<file path="src/rtl/fpdiv_param_pkg.sv">
// fpdiv_pkg: shared types and helpers for the parametrised FP divider.
//   - field extractors for sign / exponent / fraction of a packed operand
//   - operand class and FSM state enums
//   - flag bit positions inside the 5-bit flags word
//   - canonical quiet-NaN builder
// Helpers work on a MAX_W-wide container so one set of functions serves every
// EXP_W/MAN_W combination; callers zero-extend in and size-cast the result.
package fpdiv_pkg;

  localparam int unsigned MAX_W = 64;

  typedef enum logic [1:0] {
    C_ZERO,
    C_NORM,
    C_INF,
    C_NAN
  } op_class_t;

  typedef enum logic [1:0] {
    S_IDLE,
    S_DIV,
    S_NORM,
    S_OUT
  } state_t;

  // flags = {invalid, div_by_zero, overflow, underflow, inexact}
  localparam int unsigned FLAG_NX  = 0;
  localparam int unsigned FLAG_UF  = 1;
  localparam int unsigned FLAG_OF  = 2;
  localparam int unsigned FLAG_DZ  = 3;
  localparam int unsigned FLAG_INV = 4;

  function automatic logic get_sign(input logic [MAX_W-1:0] v, input int unsigned w);
    return v[w-1];
  endfunction

  function automatic logic [MAX_W-1:0] get_exp(input logic [MAX_W-1:0] v,
                                               input int unsigned exp_w,
                                               input int unsigned man_w);
    return (v >> man_w) & ~({MAX_W{1'b1}} << exp_w);
  endfunction

  function automatic logic [MAX_W-1:0] get_frac(input logic [MAX_W-1:0] v,
                                                input int unsigned man_w);
    return v & ~({MAX_W{1'b1}} << man_w);
  endfunction

  // Subnormals (exp==0, frac!=0) are flushed to zero.
  function automatic op_class_t classify(input logic exp_zero,
                                         input logic exp_ones,
                                         input logic frac_nz);
    if (exp_zero)      return C_ZERO;
    else if (exp_ones) return frac_nz ? C_NAN : C_INF;
    else               return C_NORM;
  endfunction

  // Sign 0, exponent all-ones, fraction MSB set, rest clear.
  function automatic logic [MAX_W-1:0] canon_nan(input int unsigned exp_w,
                                                 input int unsigned man_w);
    return (~({MAX_W{1'b1}} << exp_w) << man_w) | (MAX_W'(1) << (man_w - 1));
  endfunction

endpackage

</file>
<file path="src/rtl/fpdiv_param_mant_div_iter.sv">
// mant_div_iter: restoring fractional divider, one quotient bit per cycle.
//   clk, rst   : clock, asynchronous active-low reset
//   start      : load a/b (takes priority over iteration)
//   a, b       : N-bit mantissas with hidden bit, both in [1,2)
//   done       : high during the final iteration cycle
//   q          : N+2 quotient bits, q[N+1] has weight 2^0
//   rem_nz     : final partial remainder is non-zero
module mant_div_iter #(
  parameter  int unsigned N  = 8,
  localparam int unsigned QW = N + 2
) (
  input  logic          clk,
  input  logic          rst,
  input  logic          start,
  input  logic [N-1:0]  a,
  input  logic [N-1:0]  b,
  output logic          done,
  output logic [QW-1:0] q,
  output logic          rem_nz
);
  import fpdiv_pkg::*;

  localparam int unsigned CW = $clog2(QW + 1);

  logic [N:0]    rem;
  logic [N-1:0]  div;
  logic [CW-1:0] cnt;
  logic [N:0]    div_x;
  logic [N:0]    diff;
  logic          ge;

  assign div_x  = {1'b0, div};
  assign ge     = rem >= div_x;
  assign diff   = rem - div_x;
  assign done   = (cnt == CW'(1));
  assign rem_nz = |rem;

  // a < 2b, so after a subtract rem < b and the shifted value still fits N+1 bits.
  always_ff @(posedge clk or negedge rst) begin
    if (!rst) begin
      rem <= '0;
      div <= '0;
      q   <= '0;
      cnt <= '0;
    end else if (start) begin
      rem <= {1'b0, a};
      div <= b;
      q   <= '0;
      cnt <= CW'(QW);
    end else if (cnt != '0) begin
      q   <= {q[QW-2:0], ge};
      rem <= (ge ? diff : rem) << 1;
      cnt <= cnt - CW'(1);
    end
  end

endmodule

</file>
<file path="src/rtl/fpdiv_param.sv">
// fpdiv_param: parametrised floating-point divider, round-to-nearest-even,
// one operation in flight, valid/ready on both sides.
//   clk, rst            : clock, asynchronous active-low reset
//   x1, x2              : dividend, divisor (W = 1+EXP_W+MAN_W)
//   in_valid, in_ready  : operand handshake (in_ready only in IDLE)
//   y, flags            : quotient and {invalid, div_by_zero, overflow,
//                         underflow, inexact}, held while out_valid
//   out_valid, out_ready: result handshake
module fpdiv_param
  import fpdiv_pkg::*;
#(
  parameter  int unsigned EXP_W = 8,
  parameter  int unsigned MAN_W = 7,
  localparam int unsigned W     = 1 + EXP_W + MAN_W
) (
  input  logic         clk,
  input  logic         rst,
  input  logic [W-1:0] x1,
  input  logic [W-1:0] x2,
  input  logic         in_valid,
  output logic         in_ready,
  output logic [W-1:0] y,
  output logic [4:0]   flags,
  output logic         out_valid,
  input  logic         out_ready
);

  localparam int unsigned N    = MAN_W + 1;
  localparam int unsigned QW   = MAN_W + 3;
  localparam int unsigned EW2  = EXP_W + 2;
  localparam int unsigned BIAS = (1 << (EXP_W - 1)) - 1;

  typedef logic signed [EW2-1:0] sexp_t;

  localparam sexp_t        E_BIAS = sexp_t'(BIAS);
  localparam sexp_t        E_MAX  = sexp_t'((1 << EXP_W) - 1);
  localparam sexp_t        E_ONE  = sexp_t'(1);
  localparam sexp_t        E_ZERO = '0;
  localparam logic [W-1:0] NAN_Y  = W'(canon_nan(EXP_W, MAN_W));

  state_t          state, state_n;
  logic [EXP_W-1:0] ea, eb;
  logic [MAN_W-1:0] fa, fb;
  op_class_t       cls_a, cls_b;
  logic            accept;

  logic            sign_r;
  op_class_t       cls_a_r, cls_b_r;
  sexp_t           exp_r;

  logic [QW-1:0]   q;
  logic            rem_nz;
  logic            div_done;

  logic [MAN_W-1:0] frac_n, frac_r;
  logic            guard, sticky, inc, carry;
  sexp_t           e_n;
  logic [W-1:0]    y_n;
  logic [4:0]      flags_n;
  logic            a_nan, b_nan, a_inf, b_inf, a_zero, b_zero;

  assign ea = EXP_W'(get_exp(MAX_W'(x1), EXP_W, MAN_W));
  assign eb = EXP_W'(get_exp(MAX_W'(x2), EXP_W, MAN_W));
  assign fa = MAN_W'(get_frac(MAX_W'(x1), MAN_W));
  assign fb = MAN_W'(get_frac(MAX_W'(x2), MAN_W));

  assign cls_a = classify(ea == '0, ea == '1, fa != '0);
  assign cls_b = classify(eb == '0, eb == '1, fb != '0);

  assign accept    = in_valid && (state == S_IDLE);
  assign in_ready  = (state == S_IDLE);
  assign out_valid = (state == S_OUT);

  // Loaded on the accept edge straight from the operand ports, so the DIV
  // state spends exactly QW cycles iterating; special cases still run it.
  mant_div_iter #(.N(N)) u_div (
    .clk    (clk),
    .rst    (rst),
    .start  (accept),
    .a      ({1'b1, fa}),
    .b      ({1'b1, fb}),
    .done   (div_done),
    .q      (q),
    .rem_nz (rem_nz)
  );

  always_comb begin
    state_n = state;
    case (state)
      S_IDLE:  if (in_valid)  state_n = S_DIV;
      S_DIV:   if (div_done)  state_n = S_NORM;
      S_NORM:                 state_n = S_OUT;
      S_OUT:   if (out_ready) state_n = S_IDLE;
      default:                state_n = S_IDLE;
    endcase
  end

  assign a_nan  = (cls_a_r == C_NAN);
  assign b_nan  = (cls_b_r == C_NAN);
  assign a_inf  = (cls_a_r == C_INF);
  assign b_inf  = (cls_b_r == C_INF);
  assign a_zero = (cls_a_r == C_ZERO);
  assign b_zero = (cls_b_r == C_ZERO);

  // Normalise, round to nearest even, range check, then special-case override.
  always_comb begin
    frac_n = '0;
    guard  = 1'b0;
    sticky = 1'b0;
    e_n    = exp_r;
    if (q[QW-1]) begin
      frac_n = q[QW-2:2];
      guard  = q[1];
      sticky = q[0] | rem_nz;
    end else begin
      frac_n = q[QW-3:1];
      guard  = q[0];
      sticky = rem_nz;
      e_n    = exp_r - E_ONE;
    end
    inc = guard & (sticky | frac_n[0]);
    {carry, frac_r} = {1'b0, frac_n} + {{MAN_W{1'b0}}, inc};
    if (carry) e_n = e_n + E_ONE;

    y_n              = {sign_r, e_n[EXP_W-1:0], frac_r};
    flags_n          = '0;
    flags_n[FLAG_NX] = guard | sticky;
    if (e_n >= E_MAX) begin
      y_n              = {sign_r, {EXP_W{1'b1}}, {MAN_W{1'b0}}};
      flags_n[FLAG_OF] = 1'b1;
      flags_n[FLAG_NX] = 1'b1;
    end else if (e_n <= E_ZERO) begin
      y_n              = {sign_r, {(W-1){1'b0}}};
      flags_n[FLAG_UF] = 1'b1;
      flags_n[FLAG_NX] = 1'b1;
    end

    if (a_nan || b_nan) begin
      y_n     = NAN_Y;
      flags_n = '0;
    end else if ((a_zero && b_zero) || (a_inf && b_inf)) begin
      y_n               = NAN_Y;
      flags_n           = '0;
      flags_n[FLAG_INV] = 1'b1;
    end else if (a_inf) begin
      y_n     = {sign_r, {EXP_W{1'b1}}, {MAN_W{1'b0}}};
      flags_n = '0;
    end else if (b_zero) begin
      y_n              = {sign_r, {EXP_W{1'b1}}, {MAN_W{1'b0}}};
      flags_n          = '0;
      flags_n[FLAG_DZ] = 1'b1;
    end else if (a_zero || b_inf) begin
      y_n     = {sign_r, {(W-1){1'b0}}};
      flags_n = '0;
    end
  end

  always_ff @(posedge clk or negedge rst) begin
    if (!rst) begin
      state   <= S_IDLE;
      sign_r  <= 1'b0;
      cls_a_r <= C_ZERO;
      cls_b_r <= C_ZERO;
      exp_r   <= '0;
      y       <= '0;
      flags   <= '0;
    end else begin
      state <= state_n;
      if (accept) begin
        sign_r  <= get_sign(MAX_W'(x1), W) ^ get_sign(MAX_W'(x2), W);
        cls_a_r <= cls_a;
        cls_b_r <= cls_b;
        exp_r   <= sexp_t'({2'b00, ea}) - sexp_t'({2'b00, eb}) + E_BIAS;
      end
      if (state == S_NORM) begin
        y     <= y_n;
        flags <= flags_n;
      end
    end
  end

endmodule

</file>
<file path="config.mk">
export PLATFORM = sky130hd
export DESIGN_NAME = fpdiv_param
export DESIGN_NICKNAME = d
export VERILOG_FILES = /design/src/rtl/fpdiv_param_pkg.sv /design/src/rtl/fpdiv_param_mant_div_iter.sv /design/src/rtl/fpdiv_param.sv
export SDC_FILE = /design/constraint.sdc
export NUM_CORES = 1
export LEC_CHECK = 0
export ABC_AREA = 0
export CORE_ASPECT_RATIO = 1.4
export CORE_MARGIN = 2
export CORE_UTILIZATION = 40
export CTS_CLUSTER_DIAMETER = 80
export CTS_CLUSTER_SIZE = 20
export DETAILED_ROUTE_END_ITERATION = 16
export PLACE_DENSITY = 0.7
export SYNTH_ARGS = -nofsm -noshare
export SYNTH_HDL_FRONTEND = slang
export SYNTH_SLANG_ARGS = --single-unit
</file>
<file path="constraint.sdc">
create_clock -name clk -period 5.5 [get_ports clk]
set_input_delay 1.375 -clock clk [delete_from_list [all_inputs] [get_ports clk]]
set_output_delay 1.375 -clock clk [all_outputs]
set_load 0.02 [all_outputs]
</file>
Word-level counts from Yosys, hierarchy flattened --
Index checks and enable logic that the tools add are counted.
Storage, ports and cells: register bits after elaboration 69, bits of input ports 36, output and inout bits 23, logic and storage cells 94
Operators by class: $add $sub $neg 7, magnitude comparators 3, equality and inequality tests 13, mux-type cells 38, bitwise logic cells 5, reductions and logical operators 17
Operators by type and width (count):
- $mux 15 | 5
- $mux 10 | 4
- $mux 16 | 2
- $mux 9 | 2
- $eq 8x8->1 const B | 2
- $logic_not 8->1 | 2
- $mux 2 | 8
- $mux 4 | 4
- $reduce_bool 7->1 | 2
- $eq 2x2->1 const B | 6
- $add 10x2->10 const B | 1
- $add 9x8->10 const B | 1
- $ge 10x9->1 const B | 1
- $le 10x1->1 const B | 1
- $mux 5 | 2
- $sub 10x2->10 const B | 1
- $ge 9x8->1 | 1
- $reduce_or 9->1 | 1
- $sub 8x8->9 | 1
- $add 7x1->8 | 1
- $mux 8 | 1
- $pmux 2 s4 | 1
- $sub 8x8->8 | 1
- $mux 1 | 7
- other kinds (16) | 25

Depth between registers and ports, before layout --
depth after elaboration 15, gate-level depth with buffers 16, gate-level depth less buffers 14

Cells and area by module --
Synthesis repeated with hierarchy kept, for this count alone.
Unflattened totals: cells, all modules 576, area total of the unflattened synthesis 4986.0 um^2
Modules (own cells, without submodules):
- fpdiv_param | times used 1, cells an instance 377, area each 3216.8 um^2, sequential area each 950.9 um^2
- mant_div_iter | times used 1, cells an instance 199, area each 1769.2 um^2, sequential area each 775.7 um^2

Worst setup path before layout --
OpenSTA, ideal clock, no wires.
path type register to register, start point register u_div.q[9], end point register y[3], library setup time 0.103 ns, arrival 3.754 ns, path slack 1.643 ns, cell stages (with the launch flop) 16, path buffers 4, period minus slack after synthesis 3.857 ns, cells stage by stage dfrtp_1 buf_6 clkbuf_1 buf_1 mux2i_1 a21oi_1 ha_1 nand4_1 or4b_2 clkbuf_1 nor3_1 o32ai_1 xor2_1 a41oi_2 nand3_2 o41ai_2
On the way: word-level cells in the longest chain between the ends 13, elaborated cells between the ends (all ways) 18, classes of those cells add/sub (2); order compare (2); mux (12); bitwise (2)
Ends and longest elaborated chain:
- from (decl) | line fpdiv_param_mant_div_iter.sv:18 | output logic [QW-1:0] q,
- from (signal assigned) | line fpdiv_param_mant_div_iter.sv:51 | q <= {q[QW-2:0], ge};
- $mux 1 or $mux 7 (tied branches) | line fpdiv_param.sv:111 | if (q[QW-1]) begin
- $or 1x1->1 | line fpdiv_param.sv:121 | inc = guard & (sticky | frac_n[0]);
- $and 1x1->1 | line fpdiv_param.sv:121
- $add 7x1->8 | line fpdiv_param.sv:122 | {carry, frac_r} = {1'b0, frac_n} + {{MAN_W{1'b0}}, inc};
- $mux 10 | line fpdiv_param.sv:123 | if (carry) e_n = e_n + E_ONE;
- $le 10x1->1 | line fpdiv_param.sv:132 | end else if (e_n <= E_ZERO) begin
- $mux 15 | line fpdiv_param.sv:132
- $mux 15 * | line fpdiv_param.sv:128 | if (e_n >= E_MAX) begin
- $mux 15 * | line fpdiv_param.sv:152 | end else if (a_zero || b_inf) begin
- $mux 15 * | line fpdiv_param.sv:148 | end else if (b_zero) begin
- $mux 15 * | line fpdiv_param.sv:145 | end else if (a_inf) begin
- $mux 16 * | line fpdiv_param.sv:141 | end else if ((a_zero && b_zero) || (a_inf && b_inf)) begin
- $mux 16 * | line fpdiv_param.sv:138 | if (a_nan || b_nan) begin
- to (signal assigned) | line fpdiv_param.sv:176 | y <= y_n;
- to (decl) | line fpdiv_param.sv:22 | output logic [W-1:0] y,
Every way passes the cells marked *; elsewhere a longest branch is shown, timed or not. A chain may end at the register's enable or synchronous reset.

Worst setup path in the final report --
start point input port x1[7], end point register exp_r[9]
On the way: word-level cells in the longest chain between the ends 2
Ends and longest elaborated chain:
- from (decl) | line fpdiv_param.sv:18 | input logic [W-1:0] x1,
- $sub 8x8->9 | line fpdiv_param.sv:173 | exp_r <= sexp_t'({2'b00, ea}) - sexp_t'({2'b00, eb}) + E_BIAS;
- $add 9x8->10 | line fpdiv_param.sv:173
- to (signal assigned) | line fpdiv_param.sv:173
- to (decl) | line fpdiv_param.sv:49 | sexp_t exp_r;
Every way passes these cells.

==> parameters.txt <==
Parameter                              Value

Outcome
  Outcome ... completed

Drt
  Remaining antenna violation count after routing ... 0
  Router iterations before antenna repair ... 4
  Total via count after detailed routing ... 4349
  Via-per-instance ratio ... roughly 5.5
  DRT Wirelength ... 11910 µm
  Average wire length per cell after detail routing ... between 15 and 20 µm
  DRC violation total after the first TritonRoute iteration ... 239
  DRC ... 0

Final layout
  Antenna diode instance count ... 0
  Growth of design area from synthesis to finish ... 19.59%
  Design Area, Final ... roughly 6000 µm²
  Final non-filler cell total ... approximately 800
  Post-layout net count ... around 700
  Number of fillers in the final layout ... 1189
  Utilization of the core after routing ... 0.4882
  Layout cells sized above 1 ... 0.06772

Synth
  Predominant post-synthesis flop cell ... dfrtp_1
  Syn Area/Cell ... about 8.5 µm²
  Commonest cells post-synth ... dfrtp_1, nand2_1, inv_1
  Cell with the most instances after synthesis ... dfrtp_1
  Synthesized area ... 5001 µm²
  Yosys warning count ... 0
  Number of storage elements in the synthesis netlist ... 69
  Gate Count Post-Synth ... between 500 and 600
  Number of synthesized flops with an enable pin ... 0
  Number of distinct library cells after synthesis ... slightly below 70
  Share of the synthesized area in the top cell type ... 0.3453
  Ranking of synthesized cells by area ... dfrtp_1, ha_1, xnor2_1, nand2_1, o21ai_0
  Sequential area share after synthesis ... 0.3453
  Number of nets produced by synthesis ... 657
  Ys async rst share ... 1.000
  Cell accounting for the most synthesized area ... dfrtp_1

Timing
  Setup-violating endpoint count in the final report ... 0
  Tcrit/Tclk final ... 0.7323
  Final hold slack ... 0.4604 ns
  Unrepaired setup endpoints after global routing ... false
  Final worst path period need ... 4.028 ns
  Setup_tns ... 0 ns
  Actual transition at the worst max-transition pin ... 0.9397 ns
  Maximum achievable frequency ... 0.2483 GHz
  Number of max-slew violations in the final report ... 0
  Final Hold Violating Endpoints ... 0
  Clock Skew ... 0.007034 ns
  Relative slew slack ... 0.3720
  Minimum setup slack in the final design ... 1.472 ns

Pwr
  IR drop worst, VDD ... 0.2344 mV
  Total design power ... 3.609 mW
  Leakage power ... 2.476 nW
  Portion of total power attributed to sequential cells ... 0.275
  Switching component of the power ... 1.562 mW
  Internal Dissipation ... 2.047 mW
  Share of total power consumed by net switching ... 0.4329
  Clock Power Share ... 0.178
  Power per Cell Area ... 603.4 nW/µm²
  Proportion of power drawn by combinational gates ... 0.548

Floorplanning
  Initial core utilization ... 0.4082
  Die Y ... 136.3 µm
  Number of standard-cell rows in the floorplan ... 48
  Die Span X ... 98.50 µm
  Boundary Pins ... 59
  CORE AREA ... 12250 µm²
  DIE AREA ... 13430 µm²

Job
  Max-cap violation count ... 0

Placement
  Port Buffer Count ... 58
  Dpl hpwl ... 9197 µm
  DP Cell Count ... 769
  Post-place setup slack ... ~1.2 ns
  Post-DP Area ... approximately 5600 µm²
  Final weighted congestion of routability-driven global placement ... 0.8843

CTS
  Clock Tree Root ... clkbuf_16
  Number of buffers added by the clock tree synthesis step ... 9
  Buffer levels on the longest clock path ... 2
  Clock latency reported for the late side of the worst-skew pair ... around 0.34 ns
  Clock Sink Count ... 69
  H-tree depth ... 3
  Clock Pin Slew Worst Setup and Hold Paths ... 0.06 ns
  Post-CTS Setup Repair Bufs ... 0
  Cts-stage hold buffer count ... 0
  TritonCTS clock tree ... yes
  # resized after CTS ... 0

Global routing
  Antenna violations before repair ... 0
  First-pass GRT wire length ... 19950 µm
  Total congestion overflow after global routing ... 0
  Vias in the first global route ... 4241
  Largest net degree at the start of global routing ... 38
  GRT Overall Usage ... 0.1822

Critical path
  Crit path max fanout ... 4
  Kind of end point of the critical path ... flip-flop
  WP data arrival ... 4.30 ns
  Worst Setup Path Type ... in -> reg
  Required time at the endpoint of the critical path ... 5.77 ns
  Startpoint types ... input pin

Hold path
  HP Class ... reg -> reg
==> cell families (layout without fill, tap and decap cells) <==
kind of cell | after synthesis | count (layout) | synth area share
XOR/XNOR | 38 | 38 | 0.07080
adder cells (fa/ha/maj) | 30 | 30 | 0.07806
flip-flops | 69 | 69 | 0.3453
buffers and inverters | 91 | 135 | 0.07305
AO/OA/AOI/OAI | 148 | 148 | 0.1979
multiplexers | 13 | 13 | 0.02652
AND/OR/NAND/NOR | 202 | 202 | 0.2084
==> routing by layer <==
metal	wire length [µm]	vias to the layer above	GRT usage
met5	0	-	0
met3	435	21	0.02468
met1	5034	2059	0.2181
met2	6088	102	0.3228
li1	-	2167	-
met4	347	0	0.08447
==> final cells by class <==
type / instances / area, µm² / share of cell area
Sequential cell: 69 / 1727 / 0.2887
Clock inverter: 5 / 81.33 / 0.01360
Clock buffer: 11 / 252.7 / 0.04226
Timing Repair Buffer: 63 / 613.1 / 0.1025
Tap cell: 150 / 187.7 / 0.03138
Inverter: 56 / 210.2 / 0.03515
Multi-Input combinational cell: 431 / 2909 / 0.4864
==> critical path, cell delays in order <==
cell	delay [ns]
clkdlybuf4s50_1	0.45
inv_1	0.09
ha_1	0.16
inv_1	0.05
fa_1	0.41
a21o_1	0.19
a21oi_1	0.36
o21bai_1	0.10
a211oi_1	0.25
a21oi_1	0.09
or3_1	0.40
a21boi_0	0.19
mux2_2	0.17
==> power groups by stage <==
stage                     Sequential, mW  Clock (mW)  Combinational [mW]
after global routing                1.03       0.670                2.21
after CTS                          0.991       0.649                1.99
after detailed placement           0.997           0                1.97
after floorplan                    0.952           0                1.50
after global placement             0.989           0                1.93
final                              0.991       0.642                1.98
==> sequential cells by signal, indices dropped and copies added (netlist names) <==
| name | cells |
|---|---|
| cls_a_r | 2 |
| state | 2 |
| cls_b_r | 2 |
| u_div.q | 10 |
| u_div.cnt | 4 |
| flags | 5 |
| u_div.rem | 9 |
| exp_r | 10 |
| sign_r | 1 |
| y | 16 |
| u_div.div | 8 |
==> path summary, 6_finish.rpt <==
kind,startpoint,endpoint,slack (ns),depth (start not counted)
max in group asynchronous,rst,u_div.rem[5]$_DFFE_PN0P_,3.46,2
hold / removal,u_div.div[7]$_DFFE_PN0P_,u_div.div[7]$_DFFE_PN0P_,0.46,2
hold reg to reg,u_div.div[7]$_DFFE_PN0P_,u_div.div[7]$_DFFE_PN0P_,0.46,2
min in group asynchronous,rst,exp_r[4]$_DFFE_PN0P_,1.09,1
setup / recovery,x1[7],exp_r[9]$_DFFE_PN0P_,1.47,13
setup reg to reg,u_div.q[9]$_DFFE_PN0P_,y[3]$_DFFE_PN0P_,1.84,13
==> cells in the final DEF, fill, tap and decap left out, types with 6 or more instances in the layout <==
cell and instances:
or3_1 9, nand3_1 13, nand2_1 66, a21oi_1 31, nor2_1 38, a211oi_1 7
nand4_1 8, xnor2_1 29, clkdlybuf4s50_1 57, nor4_1 13, xor2_1 7, mux2i_1 11
ha_1 28, dfrtp_1 69, or2_2 6, o221ai_1 9, nor2b_1 9, o21ai_0 43
inv_1 56, o22ai_1 9, nor3_1 12, clkbuf_16 9
No activity file was read; power rests on OpenSTA's default activity.
